$ cat config.mk
export PLATFORM = sky130hd
export DESIGN_NAME = codec_i2c_responder
export DESIGN_NICKNAME = d
export VERILOG_FILES = /design/src/rtl/codec_i2c_pkg.sv /design/src/rtl/i2c_line_sync.sv /design/src/rtl/codec_i2c_responder.sv
export SDC_FILE = /design/constraint.sdc
export NUM_CORES = 1
export LEC_CHECK = 0
export CORE_MARGIN = 2
export CORE_UTILIZATION = 40
export CTS_CLUSTER_DIAMETER = 200
export DETAILED_ROUTE_END_ITERATION = 10
export HOLD_SLACK_MARGIN = 0.06
export MAX_ROUTING_LAYER = met4
export PLACE_DENSITY = 0.59
export REMOVE_ABC_BUFFERS = 1
export SLEW_MARGIN = 20
export SYNTH_ARGS = -nofsm -noshare
export SYNTH_HDL_FRONTEND = slang
export SYNTH_HIERARCHICAL = 1
export SYNTH_SLANG_ARGS = --single-unit
$ cat constraint.sdc
create_clock -name i_clk -period 3.22 [get_ports i_clk]
set_input_delay 0.644 -clock i_clk [delete_from_list [all_inputs] [get_ports i_clk]]
set_output_delay 0.644 -clock i_clk [all_outputs]
set_load 0.02 [all_outputs]
$ cat src/rtl/codec_i2c_pkg.sv
// Shared types and constants for the codec control-port I2C responder.
// The valid-register mask is only consulted when CODEC_REG_CHECK_EN is defined.
package codec_i2c_pkg;

  typedef enum logic [2:0] {
    IDLE,
    ADDR,
    ACK_A,
    B1,
    ACK_1,
    B2,
    ACK_2,
    WAIT_STOP
  } state_t;

  localparam logic [6:0] DEV_ADDR_DEFAULT = 7'h1A;
  localparam logic [6:0] REG_RESET        = 7'h0F;
  localparam int         NREG             = 16;

  // Registers the codec actually implements: 0..9 plus the reset register 15.
  localparam logic [15:0] REG_VALID_MASK  = 16'h83FF;

  function automatic logic is_valid_reg(input logic [6:0] a);
    return (a[6:4] == 3'd0) && REG_VALID_MASK[a[3:0]];
  endfunction

endpackage

$ cat src/rtl/i2c_line_sync.sv
// I2C line conditioner: 2-flop synchronizers on SCL/SDA plus edge and
// START/STOP pulse generation. Bus idles high, so all flops reset to 1
// to avoid a spurious edge after reset.
module i2c_line_sync (
  input  logic clk,
  input  logic rst_n,
  input  logic scl,
  input  logic sda,
  output logic sda_lvl,
  output logic scl_rise,
  output logic scl_fall,
  output logic start,
  output logic stop
);

  logic [1:0] scl_sync;
  logic [1:0] sda_sync;
  logic       scl_q;
  logic       sda_q;

  // synchronize raw pins and keep one cycle of history for edge detection
  always_ff @(posedge clk or negedge rst_n) begin
    if (!rst_n) begin
      scl_sync <= 2'b11;
      sda_sync <= 2'b11;
      scl_q    <= 1'b1;
      sda_q    <= 1'b1;
    end else begin
      scl_sync <= {scl_sync[0], scl};
      sda_sync <= {sda_sync[0], sda};
      scl_q    <= scl_sync[1];
      sda_q    <= sda_sync[1];
    end
  end

  assign sda_lvl  = sda_sync[1];
  assign scl_rise =  scl_sync[1] & ~scl_q;
  assign scl_fall = ~scl_sync[1] &  scl_q;
  // SDA transitions only count as bus conditions while SCL is stably high
  assign start    = scl_sync[1] & scl_q &  sda_q & ~sda_sync[1];
  assign stop     = scl_sync[1] & scl_q & ~sda_q &  sda_sync[1];

endmodule

$ cat src/rtl/codec_i2c_responder.sv
// Write-only I2C target shadowing the audio codec control port.
// Accepts {addr,rw},{reg[6:0],d[8]},{d[7:0]} writes into a 16-entry regfile.
// Optional: define CODEC_REG_CHECK_EN to NACK unimplemented register addresses.
module codec_i2c_responder
  import codec_i2c_pkg::*;
#(
  parameter logic [6:0] DEV_ADDR = DEV_ADDR_DEFAULT
) (
  input  logic       i_clk,
  input  logic       i_rst_n,
  input  logic       i_scl,
  input  logic       i_sda,
  output logic       o_sda_oe,
  output logic       o_reg_wr,
  output logic [6:0] o_reg_addr,
  output logic [8:0] o_reg_data,
  input  logic [3:0] i_rd_addr,
  output logic [8:0] o_rd_data,
  output logic       o_busy
);

  logic sda_lvl, scl_rise, scl_fall, start, stop;

  i2c_line_sync u_sync (
    .clk      (i_clk),
    .rst_n    (i_rst_n),
    .scl      (i_scl),
    .sda      (i_sda),
    .sda_lvl  (sda_lvl),
    .scl_rise (scl_rise),
    .scl_fall (scl_fall),
    .start    (start),
    .stop     (stop)
  );

  state_t     state, state_n;
  logic [2:0] bit_cnt, bit_cnt_n;
  logic [7:0] shreg, shreg_n;
  logic       ack_ph, ack_ph_n;   // 0: waiting for fall that starts ACK, 1: driving ACK
  logic       sda_oe, sda_oe_n;
  logic [6:0] reg_addr_q;
  logic       d8_q;
  logic       ld_b1, commit;
  logic [7:0] byte_in;
  logic       reg_ok;
  logic [8:0] regfile [NREG];

  assign byte_in = {shreg[6:0], sda_lvl};

`ifdef CODEC_REG_CHECK_EN
  assign reg_ok = is_valid_reg(byte_in[7:1]);
`else
  assign reg_ok = 1'b1;
`endif

  // state register and bit-level bookkeeping
  always_ff @(posedge i_clk or negedge i_rst_n) begin
    if (!i_rst_n) begin
      state   <= IDLE;
      bit_cnt <= '0;
      shreg   <= '0;
      ack_ph  <= 1'b0;
      sda_oe  <= 1'b0;
    end else begin
      state   <= state_n;
      bit_cnt <= bit_cnt_n;
      shreg   <= shreg_n;
      ack_ph  <= ack_ph_n;
      sda_oe  <= sda_oe_n;
    end
  end

  // next-state: bus conditions override everything, then byte/ACK sequencing
  always_comb begin
    state_n   = state;
    bit_cnt_n = bit_cnt;
    shreg_n   = shreg;
    ack_ph_n  = ack_ph;
    sda_oe_n  = sda_oe;
    ld_b1     = 1'b0;
    commit    = 1'b0;
    if (start) begin
      state_n   = ADDR;
      bit_cnt_n = '0;
      ack_ph_n  = 1'b0;
      sda_oe_n  = 1'b0;
    end else if (stop) begin
      state_n   = IDLE;
      bit_cnt_n = '0;
      ack_ph_n  = 1'b0;
      sda_oe_n  = 1'b0;
    end else begin
      case (state)
        ADDR, B1, B2: begin
          if (scl_rise) begin
            shreg_n   = byte_in;
            bit_cnt_n = bit_cnt + 3'd1;
            if (bit_cnt == 3'd7) begin
              ack_ph_n = 1'b0;
              if (state == ADDR) begin
                state_n = (byte_in[7:1] == DEV_ADDR && !byte_in[0]) ? ACK_A : WAIT_STOP;
              end else if (state == B1) begin
                ld_b1   = reg_ok;
                state_n = reg_ok ? ACK_1 : WAIT_STOP;
              end else begin
                commit  = 1'b1;
                state_n = ACK_2;
              end
            end
          end
        end
        ACK_A, ACK_1, ACK_2: begin
          if (scl_fall) begin
            if (!ack_ph) begin
              sda_oe_n = 1'b1;
              ack_ph_n = 1'b1;
            end else begin
              sda_oe_n  = 1'b0;
              ack_ph_n  = 1'b0;
              bit_cnt_n = '0;
              state_n   = (state == ACK_A) ? B1 :
                          (state == ACK_1) ? B2 : WAIT_STOP;
            end
          end
        end
        default: ;
      endcase
    end
  end

  // latch byte1 fields and publish committed writes
  always_ff @(posedge i_clk or negedge i_rst_n) begin
    if (!i_rst_n) begin
      reg_addr_q <= '0;
      d8_q       <= 1'b0;
      o_reg_wr   <= 1'b0;
      o_reg_addr <= '0;
      o_reg_data <= '0;
    end else begin
      o_reg_wr <= commit;
      if (ld_b1) begin
        reg_addr_q <= byte_in[7:1];
        d8_q       <= byte_in[0];
      end
      if (commit) begin
        o_reg_addr <= reg_addr_q;
        o_reg_data <= {d8_q, byte_in};
      end
    end
  end

  // register file: codec-reset address clears all, in-range addresses write
  always_ff @(posedge i_clk or negedge i_rst_n) begin
    if (!i_rst_n) begin
      for (int i = 0; i < NREG; i++) regfile[i] <= '0;
    end else if (commit) begin
      if (reg_addr_q == REG_RESET) begin
        for (int i = 0; i < NREG; i++) regfile[i] <= '0;
      end else if (int'(reg_addr_q) < NREG) begin
        regfile[reg_addr_q[3:0]] <= {d8_q, byte_in};
      end
    end
  end

  // a START/STOP releases SDA in the very cycle it is seen
  assign o_sda_oe  = sda_oe & ~start & ~stop;
  assign o_busy    = (state != IDLE);
  assign o_rd_data = regfile[i_rd_addr];

endmodule

After elaboration in Yosys (flattened, before gate mapping)
Cells that the tools add are included.
{ "totals": {"regBits": 190, "input_bits": 8, "elab_cells": 131} }
{ "op_classes": {"addsub": 1, "n_lt_le_gt_ge": 4, "eq_ne": 13, "mux": 50, "n_bitwise": 17, "n_reduce_logical": 16} }
{ "op_table": {"columns": ["op", "n"], "rows": [
  ["144-bit 2-to-1 mux", 2],
  ["144-bit bitwise mux", 1],
  ["3-bit 2-to-1 mux", 14],
  ["9-bit binary-select mux with 4-bit select", 1],
  ["9-bit demux with 4-bit select", 1],
  ["9-bit 2-to-1 mux", 3],
  ["1-bit 2-to-1 mux", 23],
  ["4-bit inequality test (second input constant)", 4],
  ["3-bit == test (second input constant)", 4],
  ["3-bit one-hot mux with 2 select lines", 2],
  ["4-bit AND reduction", 3],
  ["5-bit >= comparator (second input constant)", 2],
  ["4-bit NOT with 5-bit output", 2],
  ["1-bit AND", 9],
  ["3-bit nonzero test", 3],
  ["7-bit by 4-bit == test with 1-bit output (second input constant)", 1],
  ["7-bit by 5-bit == test with 1-bit output (second input constant)", 1],
  ["7-bit by 5-bit less-than comparator with 1-bit output (second input constant)", 1],
  ["3-bit by 2-bit == test with 1-bit output (second input constant)", 2],
  ["1-bit NOT", 6],
  ["3-bit OR reduction", 2],
  ["5-bit by 1-bit less-than comparator with 1-bit output (second input constant)", 1],
  ["5-bit AND reduction", 1],
  ["2-bit 2-to-1 mux", 2],
  ["other kinds (8)", 10]
]} }

Longest topological paths before layout
Gate-level depths: netlist of run 1.
{ "depth": {"depth_word": 9, "ltp_mapped": 8, "mapped_depth_nobuf": 6} }

Hierarchy
Netlist of run 1, hierarchy kept.
{ "by_module_without_submodules": {"columns": ["mod", "instances", "cells_per_inst", "area_each_um2", "seq_area_each_um2"], "rows": [
  ["codec_i2c_responder", 1, 730, 8760.9, 4604.4],
  ["i2c_line_sync", 1, 10, 190.2, 157.7]
]} }

Worst setup path after synthesis of run 1
Ideal clock, no wire load.
{ "synth_path": {"path_type": "in2out", "from": "in i_rd_addr[0]", "to": "out o_rd_data[5]", "arrival_time_ns": 2.046, "required_time_ns": 2.576, "setup_slack_ns": 0.530, "path_stages": 5, "n_path_buf": 2, "cell_sequence": "buf_2 -> buf_2 -> mux4_2 -> a22oi_1 -> nand2_1"} }
{ "synth_between": {"elab_chain_len": 4} }
{ "synth_lines": {"columns": ["item", "line_no", "text"], "rows": [
  ["from (decl)", "codec_i2c_responder.sv:17", "input logic [3:0] i_rd_addr,"],
  ["4-bit NOT with 5-bit output (implied by the code)", "codec_i2c_responder.sv:168", "assign o_rd_data = regfile[i_rd_addr];"],
  ["9-bit binary-select mux with 4-bit select", "codec_i2c_responder.sv:168", null],
  ["9-bit 2-to-1 mux (implied by the code) (2 in series)", "codec_i2c_responder.sv:168", null],
  ["to (decl)", "codec_i2c_responder.sv:18", "output logic [8:0] o_rd_data,"]
]} }
No other way between the ends. The select of a mux whose other input is x is not followed.

Final worst setup path of run 1
{ "layout_path": {"from": "in i_rd_addr[1]", "to": "out o_rd_data[3]"} }
The elaborated chain is that of the path after synthesis.

==> summary.md, run 1 <==
| Metric | Value |
|---|---|
| Status | complete, no violations |
| Seq cells post-synth | 190 |
| Arr. time, crit path | 2.48 ns |
| Layout Nets | 779 |
| Core ar. | 21900 µm² |
| Clock buffer count from CTS | 17 |
| Setup TNS | 0 ns |
| Post-Synth Adder-Cell Area | less than 1% |
| CTS sink count | 190 |
| Share of the synthesized area in the top cell type | about half |
| Die Height | 154 µm |
| GP Congestion | a little under 0.9 |
| Unrepaired setup endpoints after global routing | false |
| FMAX | 320 MHz |
| FF-to-FF End | regfile[104] |
| Hold crit path type | in2async |
| Multi-input gate area | roughly 3800 µm² |
| Overall Global Routing Usage | 22.4% |
| Seq. cell area | 4770 µm² |
| Synth Flop Type | dfrtp_1 |
| Post-synthesis mux area share | 13.3% |
| Endpoints failing hold | 0 |
| Worst setup EP type | output pin |
| DIE WIDTH | about 150 µm |
| CP max FO | 19 |
| Hold Slack | 0.295 ns |
| MaxCap Viol Count | 0 |
| Largest net degree at the start of global routing | 97 |
| # rows | 54 |
| CTS Hold Bufs | 0 |
| Routed vias | 6388 |
| DR WL/cell | 23.4 µm |
| Mean Syn Cell Area | 12.1 µm² |
| Kind of critical path | in2out |
| Pwr/cell area | 483 nW/µm² |
| Slew HR | 40.3% |
| Syn-to-layout area delta | 15.3% |
| Fill cells | 1982 |
| Synth cell types | 52 |
| Share of the clock period used by the worst path | 97.0% |
| Final min period | about 3.1 ns |
| Cells after Synth | 740 |
| Worst-Margin Slew | 0.896 ns |
| CP required | 2.58 ns |
| Reg2reg path depth | 5 |
| Clk root buf | clkbuf_16 |
| Initial antenna violation count | 0 |
| Total setup buffers inserted after CTS | 0 |
| TritonCTS clock tree | done |
| Initial core utilization | 40.9% |
| Buffers on Ports | 35 |
| EDFF count, synth | 0 |
| Synth area leaders | dfrtp_1 51%, mux4_2 9.1%, a22o_1 5.3%, mux2_2 4.0%, a21o_1 3.2% |
| Slew Limit Fails | 0 |
| Vias in the first global route | 6510 |
| Post-synth top cells | 184 x dfrtp_1, 54 x a22o_1, 47 x o21ai_0, 45 x nand2_1, 39 x inv_1 |
| Detailed-route wire length | 24.8 mm |
| R2R setup slack | 0.28 ns |
| Clock Path Buffers | 2 |
| Complex-gate fraction of the synthesized area | between 10% and 20% |
| Avg Vias per Cell | ~6.0 |
| CTS clock-pin slew for the worst setup and hold paths | ~0.080 ns |
| Reg2reg start | u_sync/sda_sync[1] |
| Clk_lat worst skew | 0.44 ns |
| Cell taking the most area after synthesis | dfrtp_1 |
| Share of cells above drive strength 1 | between 20% and 30% |
| Asr flop ratio synth | 100% |
| N_diodes | 0 |
| Crit path launch type | input port |
| First-pass GRT wire length | 39.3 mm |
| Seq/Total Area, Yosys | 53.2% |
| Most frequent cell after synthesis | dfrtp_1 |
| Leakage | 4.90 nW |
| CTS H-Tree Depth | 4 |
| Post-DRT Antenna Nets | 0 |
| Post-synthesis xor/xnor area fraction | 0.391% |
| Io pins | 36 |
| Largest family of logic cells by synthesized area | compound AO/OA/AOI/OAI gates |
| Pre-antenna DRT Iters | 5 |
| Netlist Area Pre-Place | just under 9000 µm² |
| Yosys warning count | 6 |
| Initial drt markers | approximately 560 |
| DRC viols | 0 |
| Final HPWL DP | 16.2 mm |
| Layout Skew | roughly 0.013 ns |
| Peak supply drop | 0.319 mV |
| Grt total ovfl | 0 |
| Setup violators final | 0 |
| Die area | between 20000 and 25000 µm² |
| Post-Synth Simple-Gate Area | 11.1% |
[metal layers]
layer	part of all wire [%]	up-vias	global-route usage, %	wire, µm
met5	0	-	-	0
met4	1.7	0	5.77	425
met3	7.9	27	5.19	1970
met2	45	291	32.1	11100
met1	46	3290	32.3	11300
li1	-	2780	-	-
[cells in the final DEF, fill, tap and decap left out, types with 24 or more instances in the layout]
| cell type | instances |
|---|---|
| a22o_1 | 54 |
| inv_1 | 39 |
| a21o_1 | 38 |
| a31oi_1 | 27 |
| o21ai_0 | 47 |
| nand2_1 | 45 |
| mux2_2 | 32 |
| buf_4 | 26 |
| nand2b_1 | 24 |
| mux4_2 | 36 |
| dfrtp_1 | 184 |
[layout make-up]
| cell class | instances | share of cell area (%) |
|---|---|---|
| sequential | 190 | 46.2 |
| multi-input combinational | 452 | 36.6 |
| timing repair buffer | 69 | 6.74 |
| clock buffer | 21 | 4.36 |
| tap | 280 | 3.39 |
| inverter | 39 | 1.42 |
| clock inverter | 11 | 1.31 |
[power by group]
group	leakage, nW	total (mW)	switching, mW	internal, mW
Sequential	2.62	2.59	0.165	2.42
Clock	0.274	2.13	0.950	1.18
Combinational	2.00	0.274	0.172	0.102
[through the flow]
step / area [µm²] / power (mW) / utilization (%) / setup WS (ns) / cells
2_1_floorplan: 8670 / 2.66 / - / 0.700 / 681
3_3_place_gp: 9720 / 2.89 / 44.4 / -0.128 / 1030
3_5_place_dp: 9720 / 2.90 / 44.4 / -0.122 / 1030
4_1_cts: 10300 / 5.02 / 47.1 / 0.0151 / 1062
5_1_grt: 10300 / 5.17 / 47.1 / 0.0591 / 1062
6_report: 10300 / 4.99 / 47.1 / 0.0980 / 1062
[state kept, by name, indices dropped and copies added (netlist names)]
signal,cells
shreg,7
o_reg_wr,1
bit_cnt,3
sda_oe,1
state,3
u_sync/scl_sync,2
u_sync/sda_q,1
reg_addr_q,7
o_reg_data,9
u_sync/sda_sync,2
d8_q,1
o_reg_addr,7
u_sync/scl_q,1
ack_ph,1
regfile,144
[worst max-delay path, stage by stage]
cell and delay [ns]:
clkdlybuf4s50_1 0.51, buf_12 0.19, buf_4 0.14, mux4_2 0.29
a22oi_1 0.27, nand2_1 0.09, dlygate4sd2_1 0.33
[worst max-delay path by stage]
stage / slack [ns] / cells after the start / endpoint / startpoint
6_report: 0.1 / 7 / o_rd_data[3] / i_rd_addr[1]
5_1_grt: 0.06 / 7 / o_rd_data[1] / i_rd_addr[1]
4_1_cts: 0.02 / 4 / o_sda_oe / u_sync/sda_sync[1]
3_5_place_dp: -0.12 / 7 / o_rd_data[3] / i_rd_addr[1]
3_3_place_gp: -0.13 / 7 / o_rd_data[3] / i_rd_addr[1]
2_1_floorplan: 0.70 / 5 / regfile[108] / u_sync/sda_sync[1]
[timing repair]
| item | CTS | global route |
|---|---|---|
| gates resized for setup | 13 | 2 |
| gates cloned | 0 | 0 |
| setup endpoints to repair | 9 | 1 |
[kinds of logic after synthesis]
| logic type | count (synthesis) |
|---|---|
| flip-flops | 190 |
| multiplexers | 70 |
| adder cells (fa/ha/maj) | 2 |
| AO/OA/AOI/OAI | 218 |
| XOR/XNOR | 4 |
| buffers and inverters | 98 |
| AND/OR/NAND/NOR | 158 |
(Power assumes the default switching activity.)
==> run 2, diff against run 1 <==
CORE_MARGIN = 10   (was 2)
TNS_END_PERCENT = 1   (was unset)
==> run 2 against run 1 <==
Largest cell class unchanged. Combinational power about the same. Count of clock-buffer cells in the layout decreased by 1. Setup slack got worse by 0.0054 ns. First-iteration DRC count increased by 7.9%. Routed wire length increased by 0.29%. Non-clock buffer count increased by 2. Critical endpoint unchanged.
==> summary.md, run 2 (synthesis gave the netlist of run 1 again) <==
| Metric | Value |
|---|---|
| Status | complete, no violations |
| Vias in the first global route | 6655 (+2.2%) |
| Kind of critical path | in2out |
| Pwr/cell area | 509 nW/µm² (+5.4%) |
| Most common cell after layout, fill and taps aside | dfrtp_1 |
| FF-to-FF End | regfile[103] |
| Detailed-route wire length | 24.9 mm (+0.29%) |
| Hold crit path type | in2async |
| Critical path origin | i_rd_addr[1] |
| CP max FO | 27 (+8) |
| DRC viols | 0 (unchanged) |
| Clk root buf | clkbuf_16 |
| Die Height | 170 µm (+10%) |
| Share of cells above drive strength 1 | 21.6% (+0.20 points) |
| Slowest stage cell, crit path | clkdlybuf4s50_1 |
| Commonest cells after routing, fill and taps aside | 184 x dfrtp_1, 54 x a22o_1, 47 x o21ai_0 |
| Arr. time, crit path | 2.48 ns (about the same) |
| Slew Limit Fails | 0 (unchanged) |
| Initial antenna violation count | 1 (+1) |
| Final min period | 3.13 ns (+0.00540 ns) |
| Pre-antenna DRT Iters | 8 (+3) |
| DIE WIDTH | 170 µm (+10%) |
| CTS clock-pin slew for the worst setup and hold paths | 0.07 ns (about the same) |
| Multi-input gate area | 3770 µm² (-0.26%) |
| Syn-to-layout area delta | 16.2% |
| Largest net degree at the start of global routing | 95 (-2.1%) |
| Buffers on Ports | 35 (unchanged) |
| Total power | 5.29 mW (+6.2%) |
| Initial core utilization | 40.9% (unchanged) |
| Layout Nets | 781 (+0.26%) |
| MaxCap Viol Count | 0 (unchanged) |
| Finished Layout Cells | 1065 (+0.28%) |
| Fill cells | 1960 (-1.1%) |
| CTS Hold Bufs | 0 (unchanged) |
| Inst Count DP | 1032 (+0.19%) |
| Post-DRT Antenna Nets | 0 (unchanged) |
| First-pass GRT wire length | 39.3 mm (-0.14%) |
| Worst-Margin Slew | 0.926 ns (+0.0301 ns) |
| Share of the clock period used by the worst path | 97.1% (+0.17 points) |
| Routed vias | 6455 (+1.0%) |
| Largest regs | regfile (144), o_reg_data (9) |
| Seq. cell area | 4770 µm² (unchanged) |
| Crit-path max cell delay | 0.51 ns (about the same) |
| Clock Path Buffers | 2 (unchanged) |
| GP Congestion | 0.858 (-3.4%) |
| Crit path launch type | input port |
| TritonCTS clock tree | done |
| Max reg flops | 144 (unchanged) |
| CTS sink count | 190 (unchanged) |
| Place WS | -0.137 ns (-0.0148 ns) |
| Clock buffer count from CTS | 17 (unchanged) |
| DR WL/cell | 23.4 µm (about the same) |
| Final core occ | 47.5% (+0.37 points) |
| Final HPWL DP | 16.3 mm (+0.46%) |
| Endpoints failing hold | 0 (unchanged) |
| CP delay by family, top | buffers and inverters |
| Reg2reg start | u_sync/sda_sync[1] |
| Critical Path Stages | 7 (unchanged) |
| R2R setup slack | 0.36 ns (+0.08 ns) |
| CTS H-Tree Depth | 4 (unchanged) |
| Worst setup EP type | output pin |
| Reg2reg path depth | 5 (unchanged) |
| Die area | 28800 µm² (+22%) |
| Biggest register | regfile |
| FMAX | 320 MHz (-0.17%) |
| Io pins | 36 (unchanged) |
| Critical path cell sequence | clkdlybuf4s50_1 -> buf_12 -> buf_4 -> mux4_2 -> a22oi_1 -> nand2_1 -> dlygate4sd2_1 |
| Core ar. | 21900 µm² (unchanged) |
| Crit path setup slack, layout | 0.0926 ns (-0.00540 ns) |
| Clk_lat worst skew | 0.43 ns (about the same) |
| Setup violators final | 0 (unchanged) |
| Unrepaired setup endpoints after global routing | false |
| # rows | 54 (unchanged) |
| Peak supply drop | 0.291 mV (-8.8%) |
| DP Area | 9710 µm² (-0.10%) |
| Crit path to | o_rd_data[3] |
| Number of buffers and inverters on the critical path | 4 (unchanged) |
| Finished Cell Area | 10400 µm² (+0.79%) |
| Slew HR | 38.3% (-2.0 points) |
| Avg Vias per Cell | 6.06 (+0.76%) |
| Leakage | 4.96 nW (+1.2%) |
| CP required | 2.58 ns (about the same) |
| Overall Global Routing Usage | 18.1% (-4.3 points) |
| Layout Skew | 0.00763 ns (-0.00505 ns) |
| Initial drt markers | 601 (+7.9%) |
| Grt total ovfl | 0 (unchanged) |
[run 2: cell count changes in the layout (fill, tap and decap cells not counted), sizes merged, moves of 2 or more]
cell,delta
clkinv,-2
buf,+2
clkinvlp,-2
bufinv,+4
[run 2: how the worst min path moves through the flow]
stage,startpoint,to,slack [ns]
global placement,u_sync/sda_sync[0],u_sync/sda_sync[1],0.35
finish,i_rst_n,regfile[29],0.28
global route,i_rst_n,regfile[29],0.35
CTS,i_rst_n,regfile[29],0.33
detailed placement,u_sync/scl_sync[0],u_sync/scl_sync[1],0.35
floorplan,i_rst_n,ack_ph,0.35
[run 2: area by class of cell]
class                           instances  area share (%)
Tap cell                              280            3.37
Antenna cell                            1          0.0241
Clock inverter                         12            2.19
Clock buffer                           20            4.39
Inverter                               39            1.41
Multi-Input combinational cell        452            36.2
Sequential cell                       190            45.8
Timing Repair Buffer                   71            6.59
[run 2: power by group]
group | switching, mW | internal [mW] | leakage, nW
sequential | 0.163 | 2.42 | 2.62
clock | 0.930 | 1.51 | 0.332
combinational | 0.174 | 0.0988 | 2.00
total | 1.27 | 4.03 | 4.96
[run 2: metal layers]
layer / global-route usage, % / vias to the layer above / routed length [µm]
met2: 26.7 / 278 / 11300
met4: 4.09 / 0 / 346
li1: - / 2785 / -
met5: - / - / 0
met1: 24.4 / 3365 / 11200
met3: 4.75 / 27 / 1980
[run 2: worst register-to-register path, cell delays in order (launching register included)]
cell and delay [ns]:
dfstp_4 0.70, and4b_1 0.25, and4bb_1 0.58, nand3_4 0.37, nor3_2 0.67, a22o_1 0.23
[run 2: stage by stage]
step | hold WS [ns] | TNS [ns]
floorplan | 0.345 | 0
global placement | 0.347 | -0.961
detailed placement | 0.347 | -0.984
CTS | 0.330 | 0
global route | 0.351 | 0
finish | 0.278 | 0
[run 2: what timing repair did]
item | 4_1_cts | 5_1_grt
endpoints found under the hold margin | 0 | 0
resized for setup | 11 | 2
setup endpoints to repair | 9 | 1
buffers inserted | 0 | 0
gates cloned | 0 | 0
